--- config.mk ---
export PLATFORM = sky130hd
export DESIGN_NAME = heater_controller_flat
export DESIGN_NICKNAME = d
export VERILOG_FILES = /design/src/rtl/heater_controller_if.sv /design/src/rtl/heater_controller.sv /design/src/flat_wrapper.sv
export SDC_FILE = /design/constraint.sdc
export NUM_CORES = 1
export LEC_CHECK = 0
export BUFFER_PORTS_ARGS = -buffer_cell sky130_fd_sc_hd__buf_2
export CORE_MARGIN = 4
export CORE_UTILIZATION = 50
export DETAILED_ROUTE_END_ITERATION = 8
export PLACE_DENSITY = 0.68
export SYNTH_ARGS = -nofsm -noshare
export SYNTH_HDL_FRONTEND = slang
export SYNTH_SLANG_ARGS = --single-unit
--- constraint.sdc ---
create_clock -name i_clk -period 3.3 [get_ports i_clk]
set_input_delay 0.495 -clock i_clk [delete_from_list [all_inputs] [get_ports i_clk]]
set_output_delay 0.495 -clock i_clk [all_outputs]
set_load 0.01 [all_outputs]
--- src/rtl/heater_controller_if.sv ---
// ----------------------------------------------------------------------------
// heater_controller_if
// Bundles the sensor sample stream, user controls and relay/status outputs of
// the thermostat stage.
//   temperature  16  DS18B20 reading, two's complement, 1/16 degC per LSB
//   temp_valid    1  one-cycle strobe qualifying temperature
//   setpoint      7  target temperature, whole degC, unsigned
//   enable        1  level; low forces the controller to IDLE
//   heater_on     1  registered relay drive
//   fault         1  high while latched in FAULT
//   fault_code    2  00 none, 01 sensor timeout, 10 over-temperature
//   state         2  00 IDLE, 01 OFF, 10 ON, 11 FAULT
// master drives the inputs (sensor side / user); slave is the controller.
// ----------------------------------------------------------------------------
interface heater_controller_if;
    logic        [15:0] temperature;
    logic               temp_valid;
    logic        [6:0]  setpoint;
    logic               enable;
    logic               heater_on;
    logic               fault;
    logic        [1:0]  fault_code;
    logic        [1:0]  state;

    modport master (
        output temperature, temp_valid, setpoint, enable,
        input  heater_on, fault, fault_code, state
    );

    modport slave (
        input  temperature, temp_valid, setpoint, enable,
        output heater_on, fault, fault_code, state
    );
endinterface

--- src/rtl/heater_controller.sv ---
// ----------------------------------------------------------------------------
// heater_controller
// Hysteresis thermostat driving a water-heater relay from DS18B20 samples.
// Enforces a minimum dwell between relay transitions, latches a fault on
// over-temperature or on a missing-sample watchdog timeout.
// Ports:
//   i_clk   system clock
//   i_rst   asynchronous, active-high reset
//   io_ctl  heater_controller_if.slave (samples, setpoint, enable, status)
// ----------------------------------------------------------------------------
module heater_controller #(
    parameter int HYST           = 16,
    parameter int MAX_TEMP       = 80,
    parameter int DWELL_CYCLES   = 270_000_000,
    parameter int TIMEOUT_CYCLES = 54_000_000
) (
    input  logic                 i_clk,
    input  logic                 i_rst,
    heater_controller_if.slave   io_ctl
);

    localparam int DW_W = $clog2(DWELL_CYCLES + 1);
    localparam int WD_W = $clog2(TIMEOUT_CYCLES + 1);

    typedef enum logic [1:0] {
        ST_IDLE  = 2'b00,
        ST_OFF   = 2'b01,
        ST_ON    = 2'b10,
        ST_FAULT = 2'b11
    } state_t;

    localparam logic [1:0]         CODE_NONE     = 2'b00;
    localparam logic [1:0]         CODE_TIMEOUT  = 2'b01;
    localparam logic [1:0]         CODE_OVERTEMP = 2'b10;
    // Power-on conversion value of the sensor; never a real reading for us.
    localparam logic [15:0]        POR_VALUE     = 16'h0550;
    localparam logic [6:0]         SP_MAX        = 7'(MAX_TEMP - 1);
    localparam logic signed [16:0] LIMIT         = 17'(MAX_TEMP * 16);
    localparam logic signed [16:0] HYST_S        = 17'(HYST);
    localparam logic [DW_W-1:0]    DWELL_MAX     = DW_W'(DWELL_CYCLES);
    // Watchdog value one edge before it would reach TIMEOUT_CYCLES.
    localparam logic [WD_W-1:0]    WD_LAST       = WD_W'(TIMEOUT_CYCLES - 1);

    function automatic logic [6:0] clamp_setpoint(input logic [6:0] sp);
        return (sp > SP_MAX) ? SP_MAX : sp;
    endfunction

    function automatic logic [DW_W-1:0] sat_inc_dwell(input logic [DW_W-1:0] v);
        return (v >= DWELL_MAX) ? DWELL_MAX : v + 1'b1;
    endfunction

    state_t             r_state;
    logic [1:0]         r_code;
    logic               r_heater;
    logic [DW_W-1:0]    r_dwell;
    logic [WD_W-1:0]    r_wd;

    state_t             w_state_nxt;
    logic [1:0]         w_code_nxt;
    logic               w_toggle;
    logic               w_accept;
    logic [6:0]         w_sp_eff;
    logic signed [16:0] w_temp;
    logic signed [16:0] w_sp16;
    logic signed [16:0] w_low;
    logic               w_over;
    logic               w_cold;
    logic               w_warm;
    logic               w_dwell_ok;
    logic               w_wd_expire;
    logic               w_run_now;
    logic               w_run_nxt;

    // Sample qualification and threshold arithmetic. The setpoint is clamped
    // and used in the same edge that accepts the sample.
    assign w_accept    = io_ctl.temp_valid && (io_ctl.temperature != POR_VALUE);
    assign w_sp_eff    = clamp_setpoint(io_ctl.setpoint);
    assign w_temp      = {io_ctl.temperature[15], io_ctl.temperature};
    assign w_sp16      = {6'd0, w_sp_eff, 4'd0};
    assign w_low       = w_sp16 - HYST_S;
    assign w_over      = w_accept && (w_temp >= LIMIT);
    assign w_cold      = w_temp < w_low;
    assign w_warm      = w_temp >= w_sp16;
    assign w_dwell_ok  = r_dwell >= DWELL_MAX;
    // An accepted sample in the expiry cycle rescues the watchdog.
    assign w_wd_expire = (r_wd >= WD_LAST) && !w_accept;

    always_comb begin
        w_state_nxt = r_state;
        w_code_nxt  = r_code;
        w_toggle    = 1'b0;
        case (r_state)
            ST_IDLE: begin
                w_code_nxt = CODE_NONE;
                if (io_ctl.enable) w_state_nxt = ST_OFF;
            end
            ST_OFF: begin
                if (!io_ctl.enable) begin
                    w_state_nxt = ST_IDLE;
                    w_code_nxt  = CODE_NONE;
                end else if (w_over) begin
                    w_state_nxt = ST_FAULT;
                    w_code_nxt  = CODE_OVERTEMP;
                end else if (w_wd_expire) begin
                    w_state_nxt = ST_FAULT;
                    w_code_nxt  = CODE_TIMEOUT;
                end else if (w_accept && w_cold && w_dwell_ok) begin
                    w_state_nxt = ST_ON;
                    w_toggle    = 1'b1;
                end
            end
            ST_ON: begin
                if (!io_ctl.enable) begin
                    w_state_nxt = ST_IDLE;
                    w_code_nxt  = CODE_NONE;
                end else if (w_over) begin
                    w_state_nxt = ST_FAULT;
                    w_code_nxt  = CODE_OVERTEMP;
                end else if (w_wd_expire) begin
                    w_state_nxt = ST_FAULT;
                    w_code_nxt  = CODE_TIMEOUT;
                end else if (w_accept && w_warm && w_dwell_ok) begin
                    w_state_nxt = ST_OFF;
                    w_toggle    = 1'b1;
                end
            end
            ST_FAULT: begin
                if (!io_ctl.enable) begin
                    w_state_nxt = ST_IDLE;
                    w_code_nxt  = CODE_NONE;
                end
            end
            default: begin
                w_state_nxt = ST_IDLE;
                w_code_nxt  = CODE_NONE;
            end
        endcase
    end

    assign w_run_now = (r_state == ST_OFF) || (r_state == ST_ON);
    assign w_run_nxt = (w_state_nxt == ST_OFF) || (w_state_nxt == ST_ON);

    always_ff @(posedge i_clk or posedge i_rst) begin
        if (i_rst) begin
            r_state  <= ST_IDLE;
            r_code   <= CODE_NONE;
            r_heater <= 1'b0;
            r_dwell  <= '0;
            r_wd     <= '0;
        end else begin
            r_state  <= w_state_nxt;
            r_code   <= w_code_nxt;
            r_heater <= (w_state_nxt == ST_ON);

            // Preload on enable so the very first sample may switch the relay.
            if (r_state == ST_IDLE && w_state_nxt == ST_OFF)
                r_dwell <= DWELL_MAX;
            else if (w_toggle)
                r_dwell <= '0;
            else
                r_dwell <= sat_inc_dwell(r_dwell);

            if (w_run_now && w_run_nxt && !w_accept)
                r_wd <= r_wd + 1'b1;
            else
                r_wd <= '0;
        end
    end

    assign io_ctl.heater_on  = r_heater;
    assign io_ctl.fault      = (r_state == ST_FAULT);
    assign io_ctl.fault_code = r_code;
    assign io_ctl.state      = r_state;

endmodule

--- src/flat_wrapper.sv ---
// flat-port wrapper written by rule: the top's interface ports become plain ports
module heater_controller_flat 
#(
    parameter int HYST           = 16,
    parameter int MAX_TEMP       = 80,
    parameter int DWELL_CYCLES   = 270_000_000,
    parameter int TIMEOUT_CYCLES = 54_000_000
)
  (i_clk, i_rst, io_ctl_temperature, io_ctl_temp_valid, io_ctl_setpoint, io_ctl_enable, io_ctl_heater_on, io_ctl_fault, io_ctl_fault_code, io_ctl_state);
  heater_controller_if io_ctl_i ();
  input  logic i_clk;
  input  logic i_rst;
  input wire logic [$bits(io_ctl_i.temperature)-1:0] io_ctl_temperature;
  input wire logic [$bits(io_ctl_i.temp_valid)-1:0] io_ctl_temp_valid;
  input wire logic [$bits(io_ctl_i.setpoint)-1:0] io_ctl_setpoint;
  input wire logic [$bits(io_ctl_i.enable)-1:0] io_ctl_enable;
  output wire logic [$bits(io_ctl_i.heater_on)-1:0] io_ctl_heater_on;
  output wire logic [$bits(io_ctl_i.fault)-1:0] io_ctl_fault;
  output wire logic [$bits(io_ctl_i.fault_code)-1:0] io_ctl_fault_code;
  output wire logic [$bits(io_ctl_i.state)-1:0] io_ctl_state;
  assign io_ctl_i.temperature = io_ctl_temperature;
  assign io_ctl_i.temp_valid = io_ctl_temp_valid;
  assign io_ctl_i.setpoint = io_ctl_setpoint;
  assign io_ctl_i.enable = io_ctl_enable;
  assign io_ctl_heater_on = io_ctl_i.heater_on;
  assign io_ctl_fault = io_ctl_i.fault;
  assign io_ctl_fault_code = io_ctl_i.fault_code;
  assign io_ctl_state = io_ctl_i.state;
  heater_controller #(.HYST(HYST), .MAX_TEMP(MAX_TEMP), .DWELL_CYCLES(DWELL_CYCLES), .TIMEOUT_CYCLES(TIMEOUT_CYCLES)) u_core (.i_clk(i_clk), .i_rst(i_rst), .io_ctl(io_ctl_i));
endmodule
# Word level (Yosys, flattened, before mapping)
# Index checks and enable logic that the tools add are counted.
dict set report word_totals {
  inputBits 27
  regBits 60
}
dict set report op_classes {
  n_eq_ne 8
  n_lt_le_gt_ge 6
  n_reduce_logical 16
  mux 30
  n_addsub 3
}
# op n
set ops {}
lappend ops {{2-to-1 mux 29 bit} 3}
lappend ops {{adder 29 x 1 -> 29 bit, second input constant} 1}
lappend ops {{>= comparator 29 bit, second input constant} 1}
lappend ops {{2-to-1 mux 2 bit} 14}
lappend ops {{adder 26 x 1 -> 26 bit, second input constant} 1}
lappend ops {{>= comparator 26 bit, second input constant} 1}
lappend ops {{2-to-1 mux 26 bit} 1}
lappend ops {{>= comparator 16 x 12 -> 1 bit} 1}
lappend ops {{>= comparator 16 x 12 -> 1 bit, second input constant} 1}
lappend ops {{< comparator 16 x 12 -> 1 bit} 1}
lappend ops {{inequality test 16 x 11 -> 1 bit, second input constant} 1}
lappend ops {{subtractor 11 x 5 -> 12 bit, second input constant} 1}
lappend ops {{logical AND 1 bit} 10}
lappend ops {{2-to-1 mux 1 bit} 8}
lappend ops {{one-hot mux 2 bit (4 select lines)} 1}
lappend ops {{> comparator 7 bit, second input constant} 1}
lappend ops {{2-to-1 mux 7 bit} 1}
lappend ops {{== test 2 bit, second input constant} 3}
lappend ops {{one-hot mux 2 bit (3 select lines)} 1}
lappend ops {{== test 2 x 1 -> 1 bit, second input constant} 2}
lappend ops {{inequality test 4 x 2 -> 1 bit, second input constant} 1}
lappend ops {{logical NOT 2 bit} 1}
lappend ops {{logical OR 1 bit} 2}
lappend ops {{inequality test 2 bit, second input constant} 1}
lappend ops {{4 further kinds} 4}

# Depth between registers and ports, before layout
dict set report depth {
  word_depth 16
  depth_mapped 17
  depth_no_buf 15
}

# Worst setup path after synthesis
# Ideal clock, no wire load.
dict set report synth_path {
  path_type {input to register}
  startpoint {input port io_ctl_setpoint[5]}
  endpoint {register u_core.r_dwell[10]}
  cell_stages 17
  arrival_ns 3.994
  n_path_buf 2
  setup_slack_ns -0.827
  required_time_ns 3.167
  cell_sequence {o21a_1 > nor2_1 > inv_1 > or3_1 > or3_1 > nor2_1 > nand2_1 > ha_1 > a21o_1 > a2111oi_0 > nor2_1 > nor4_1 > a32oi_1 > nand4b_1 > buf_2 > buf_6 > o21ai_0}
}
dict set report synth_between {
  elab_chain_cells 14
  elab_cells_between_ends 31
  classes_between {add/sub (1); order compare (3); eq/ne (1); mux (21); reduce/logical (5)}
}
# element line_no
set synth_lines {}
lappend synth_lines {{from (decl)} flat_wrapper.sv:15} ;# input wire logic [$bits(io_ctl_i.setpoint)-1:0] io_ctl_setpoint;
lappend synth_lines {{> comparator 7 bit} heater_controller.sv:45} ;# return (sp > SP_MAX) ? SP_MAX : sp;
lappend synth_lines {{2-to-1 mux 7 bit (*)} heater_controller.sv:45}
lappend synth_lines {{subtractor 11 x 5 -> 12 bit} heater_controller.sv:80} ;# assign w_low = w_sp16 - HYST_S;
lappend synth_lines {{< comparator 16 x 12 -> 1 bit} heater_controller.sv:82} ;# assign w_cold = w_temp < w_low;
lappend synth_lines {{logical AND 1 bit (2 in series)} heater_controller.sv:107} ;# end else if (w_accept && w_cold && w_dwell_ok) begin
lappend synth_lines {{2-to-1 mux 2 bit} heater_controller.sv:107}
lappend synth_lines {{2-to-1 mux 2 bit} heater_controller.sv:104} ;# end else if (w_wd_expire) begin
lappend synth_lines {{2-to-1 mux 2 bit} heater_controller.sv:101} ;# end else if (w_over) begin
lappend synth_lines {{2-to-1 mux 2 bit} heater_controller.sv:98} ;# if (!io_ctl.enable) begin
lappend synth_lines {{one-hot mux 2 bit (4 select lines)} heater_controller.sv:92} ;# case (r_state)
lappend synth_lines {{== test 2 x 1 -> 1 bit} heater_controller.sv:156} ;# if (r_state == ST_IDLE && w_state_nxt == ST_OFF)
lappend synth_lines {{logical AND 1 bit} heater_controller.sv:156}
lappend synth_lines {{2-to-1 mux 29 bit (*)} heater_controller.sv:156}
lappend synth_lines {{to (signal assigned)} heater_controller.sv:161} ;# r_dwell <= sat_inc_dwell(r_dwell);
lappend synth_lines {{to (decl)} heater_controller.sv:55} ;# logic [DW_W-1:0] r_dwell;
# Every way passes the cells marked *; elsewhere a longest branch is shown, timed or not.
# A chain may end at the register's enable or synchronous reset.

# Worst setup path in the final report
dict set report layout_path {
  startpoint {input port io_ctl_setpoint[4]}
  endpoint {register u_core.r_wd[25]}
}
dict set report layout_between {
  elab_chain_cells 16
  elab_cells_between_ends 24
  classes_between {add/sub (1); order compare (3); eq/ne (2); mux (11); reduce/logical (7)}
}
# element line_no
set layout_lines {}
lappend layout_lines {{> comparator 7 bit} heater_controller.sv:45}
lappend layout_lines {{2-to-1 mux 7 bit (*)} heater_controller.sv:45}
lappend layout_lines {{subtractor 11 x 5 -> 12 bit} heater_controller.sv:80}
lappend layout_lines {{< comparator 16 x 12 -> 1 bit} heater_controller.sv:82}
lappend layout_lines {{logical AND 1 bit (2 in series)} heater_controller.sv:107}
lappend layout_lines {{2-to-1 mux 2 bit} heater_controller.sv:107}
lappend layout_lines {{2-to-1 mux 2 bit} heater_controller.sv:104}
lappend layout_lines {{2-to-1 mux 2 bit} heater_controller.sv:101}
lappend layout_lines {{2-to-1 mux 2 bit} heater_controller.sv:98}
lappend layout_lines {{one-hot mux 2 bit (4 select lines) (*)} heater_controller.sv:92}
lappend layout_lines {{named net u_core.w_state_nxt[0]} heater_controller.sv:58} ;# state_t w_state_nxt;
lappend layout_lines {{== test 2 x 1 -> 1 bit / == test 2 bit (equally long branches)} heater_controller.sv:141} ;# assign w_run_nxt = (w_state_nxt == ST_OFF) || (w_state_nxt == ST_ON);
lappend layout_lines {{logical OR 1 bit (*)} heater_controller.sv:141}
lappend layout_lines {{logical AND 1 bit (*) (2 in series)} heater_controller.sv:163} ;# if (w_run_now && w_run_nxt && !w_accept)
lappend layout_lines {{2-to-1 mux 26 bit (*)} heater_controller.sv:163}
lappend layout_lines {{to (signal assigned)} heater_controller.sv:164} ;# r_wd <= r_wd + 1'b1;
lappend layout_lines {{to (decl)} heater_controller.sv:56} ;# logic [WD_W-1:0] r_wd;
# Mark *: on every way through the listed nets, which the timed path passes. The rest lies on a longest branch.

==> metrics.txt <==
clock buffer depth 2; share of cells above drive strength 1 0.2632; number of diodes 0; Worst-Margin Slew 822.0 ps; Logic pwr share 0.452; die area 0.009873 mm2; CTS Buf Count 9; Internal Power 1903 uW; GP Congestion 0.8598; crit path kind in2reg; initial antenna violation count 0; MaxCap Viol Count 0; Fmax achieved 0.2743 GHz; worst-path fanout max 13; mapped cell area 0.004174 mm2; drt drc 0; Worst-Skew Late Latency 330 ps; FP Rows 33; sw frac 0.3666; EDFF count, synth 0; Hold Fails Final Rpt 0; clock transition at the registers of the reported paths 70 ps; Die Y 99.37 um; Hold Slack 379.9 ps; status finished, violations left; sequential-to-total area share from yosys stat 0.3597; commonest non-fill, non-tap cell in the layout dfrtp_1; NumNets Final 581; RSZ-0062 raised after global routing yes; PwrDens 581.5 mW/mm2; CTS tree yes; die width 99.37 um; routed wire length 9390 um; Final Setup Violations 57; FF-to-FF Start u_core.io_ctl.state[0]; # fillers 670; CP startpoint io_ctl_setpoint[4]; sw power 1102 uW; WL/cell 14.74 um; failing checks negative setup slack; Starting Density 0.5106; drt via density 5.639; Seq pwr share 0.279; Max-slew headroom 0.4469; global-route wire length before repair 16100 um; remaining antenna violation count 0; CP Launch Type primary input; final setup margin -345.2 ps; CTS H-tree depth 3; largest net degree at the start of global routing 61; GR Overflow Total 0; Arr. time, crit path 3900 ps; CP required 3560 ps; post-synthesis net count 518; CTS Sinks 60; 1st-iter DRT viols 148; Final period util 1.105; number of global-route vias before repair 3540; CTS root buffer clkbuf_8; Reg2Reg Setup Slack 640 ps; area occupied by multi-input gates 0.002681 mm2; IO Pins 33; Clk pwr share 0.269; IO Port Bufs 32; Register Area 0.001501 mm2; VDD IR max 0.3751 mV; DR vias 3592; Leakage Power 0.002323 uW; synth unique cells 59; dpl hpwl 6430 um; clock skew 8.563 ps; Mapped Cells 465; GRT Total Usage 0.1968; clock period minus worst slack 3645 ps; FFs w/ async S/R, synth 1.000; non-filler instance count after layout 637; Min-Delay Path Class in2async; Critical Path Sink Type flip-flop; Mean Syn Cell Area 8.976 um2; Finished Core Util 0.6321; YS warnings 0; Yosys reg bits 60; P&R area growth vs syn 23.80%; Placed Cells incl. Taps 612; core area 0.008175 mm2; most frequent cells in the layout dfrtp_1 (60), nand2_1 (50), xnor2_1 (36); Final Slew Violations 0; drt pass-1 iters 4; Synth Flop Type dfrtp_1
## synthesized netlist by cell type, types with 5 or more instances
master	n	share of area
nand4_1	8	0.012
nor2_1	34	0.031
and3_1	24	0.036
nand2_1	51	0.046
o21a_1	7	0.013
inv_1	20	0.018
dfrtp_1	60	0.36
a21oi_1	31	0.037
clkbuf_1	6	0.0054
o21ai_0	21	0.025
nand3_1	27	0.032
nor3_1	10	0.012
buf_6	5	0.013
ha_1	26	0.078
and4_1	5	0.010
xnor2_1	36	0.076
xor2_1	17	0.036
nor4_1	5	0.0075
## layer usage
metal,up-vias,track usage,share of wire
li1,1776,-,-
met1,1755,0.2622,0.46
met2,52,0.3259,0.49
met3,9,0.03015,0.034
met4,0,0.06933,0.012
met5,-,0,0
## worst max-delay path, stage by stage
cell and delay [ps]:
buf_2 110, o21a_4 200, nor2_4 130, inv_2 50, or3_4 320, or3_4 370, nor2_4 130, nand2_4 90
ha_4 270, and2b_2 220, a211o_4 270, a31oi_4 170, nor4_2 70, a221oi_2 320, buf_4 190, nand3b_4 150
buf_12 200, a21oi_1 130
## cell families (layout without fill, tap and decap cells)
logic type                 Yosys count  count (layout)  share of synthesized area
muxes                                1               1                   0.002698
buffers and inverters               35             102                    0.04346
xor gates and xnor gates            53              53                     0.1112
and+or+nand+nor                    195             195                     0.2458
DFF                                 60              60                     0.3597
AOI/OAI and AO/OA                   95              95                     0.1592
adders and majority gates           26              26                    0.07794
## final cells by class
type | count | area share
Inverter | 20 | 0.01453
Sequential cell | 60 | 0.2906
Multi-Input combinational cell | 370 | 0.5189
Clock buffer | 10 | 0.02663
Tap cell | 105 | 0.02542
Clock inverter | 5 | 0.01937
Timing Repair Buffer | 67 | 0.1046
## sequential cells by signal, indices dropped and copies added, names as in the netlist
register / cells
u_core.r_wd: 26
u_core.io_ctl.state: 2
u_core.io_ctl.heater_on: 1
u_core.r_dwell: 29
u_core.io_ctl.fault_code: 2
## power by group through the flow
stage | registers [uW] | clock network, uW | logic (uW)
4_1_cts | 838 | 826 | 1250
2_1_floorplan | 843 | 0 | 755
6_report | 839 | 808 | 1360
5_1_grt | 846 | 863 | 1460
3_3_place_gp | 847 | 0 | 1060
3_5_place_dp | 850 | 0 | 1070
## what timing repair did
item                       4_1_cts  5_1_grt
pin swaps                        1        1
buffers inserted                 4        3
gates cloned                     2        1
hold buffers                     0        0
resized for setup               13        7
setup endpoints to repair       56       58
## through the flow
stage | worst slack (ps) | TNS, ps | area [um2] | power, uW
after global placement | -637.8 | -33160 | 4726 | 1905
after global routing | -486.1 | -24200 | 5167 | 3173
final | -345.2 | -16360 | 5167 | 3005
after floorplan | -439.7 | -22410 | 4307 | 1598
after detailed placement | -674.9 | -35050 | 4726 | 1924
after CTS | -297.1 | -12660 | 5089 | 2918
## final timing paths
check                                         endpoint  cells past startpoint
max in group asynchronous            u_core.r_dwell[5]                      3
min reg2reg                u_core.io_ctl.fault_code[0]                      1
min in group i_clk         u_core.io_ctl.fault_code[0]                      2
max reg2reg                         u_core.r_dwell[27]                     10
max                                    u_core.r_wd[25]                     18
min                                    u_core.r_wd[13]                      3
Note: power is estimated with default switching activity, not from simulation.
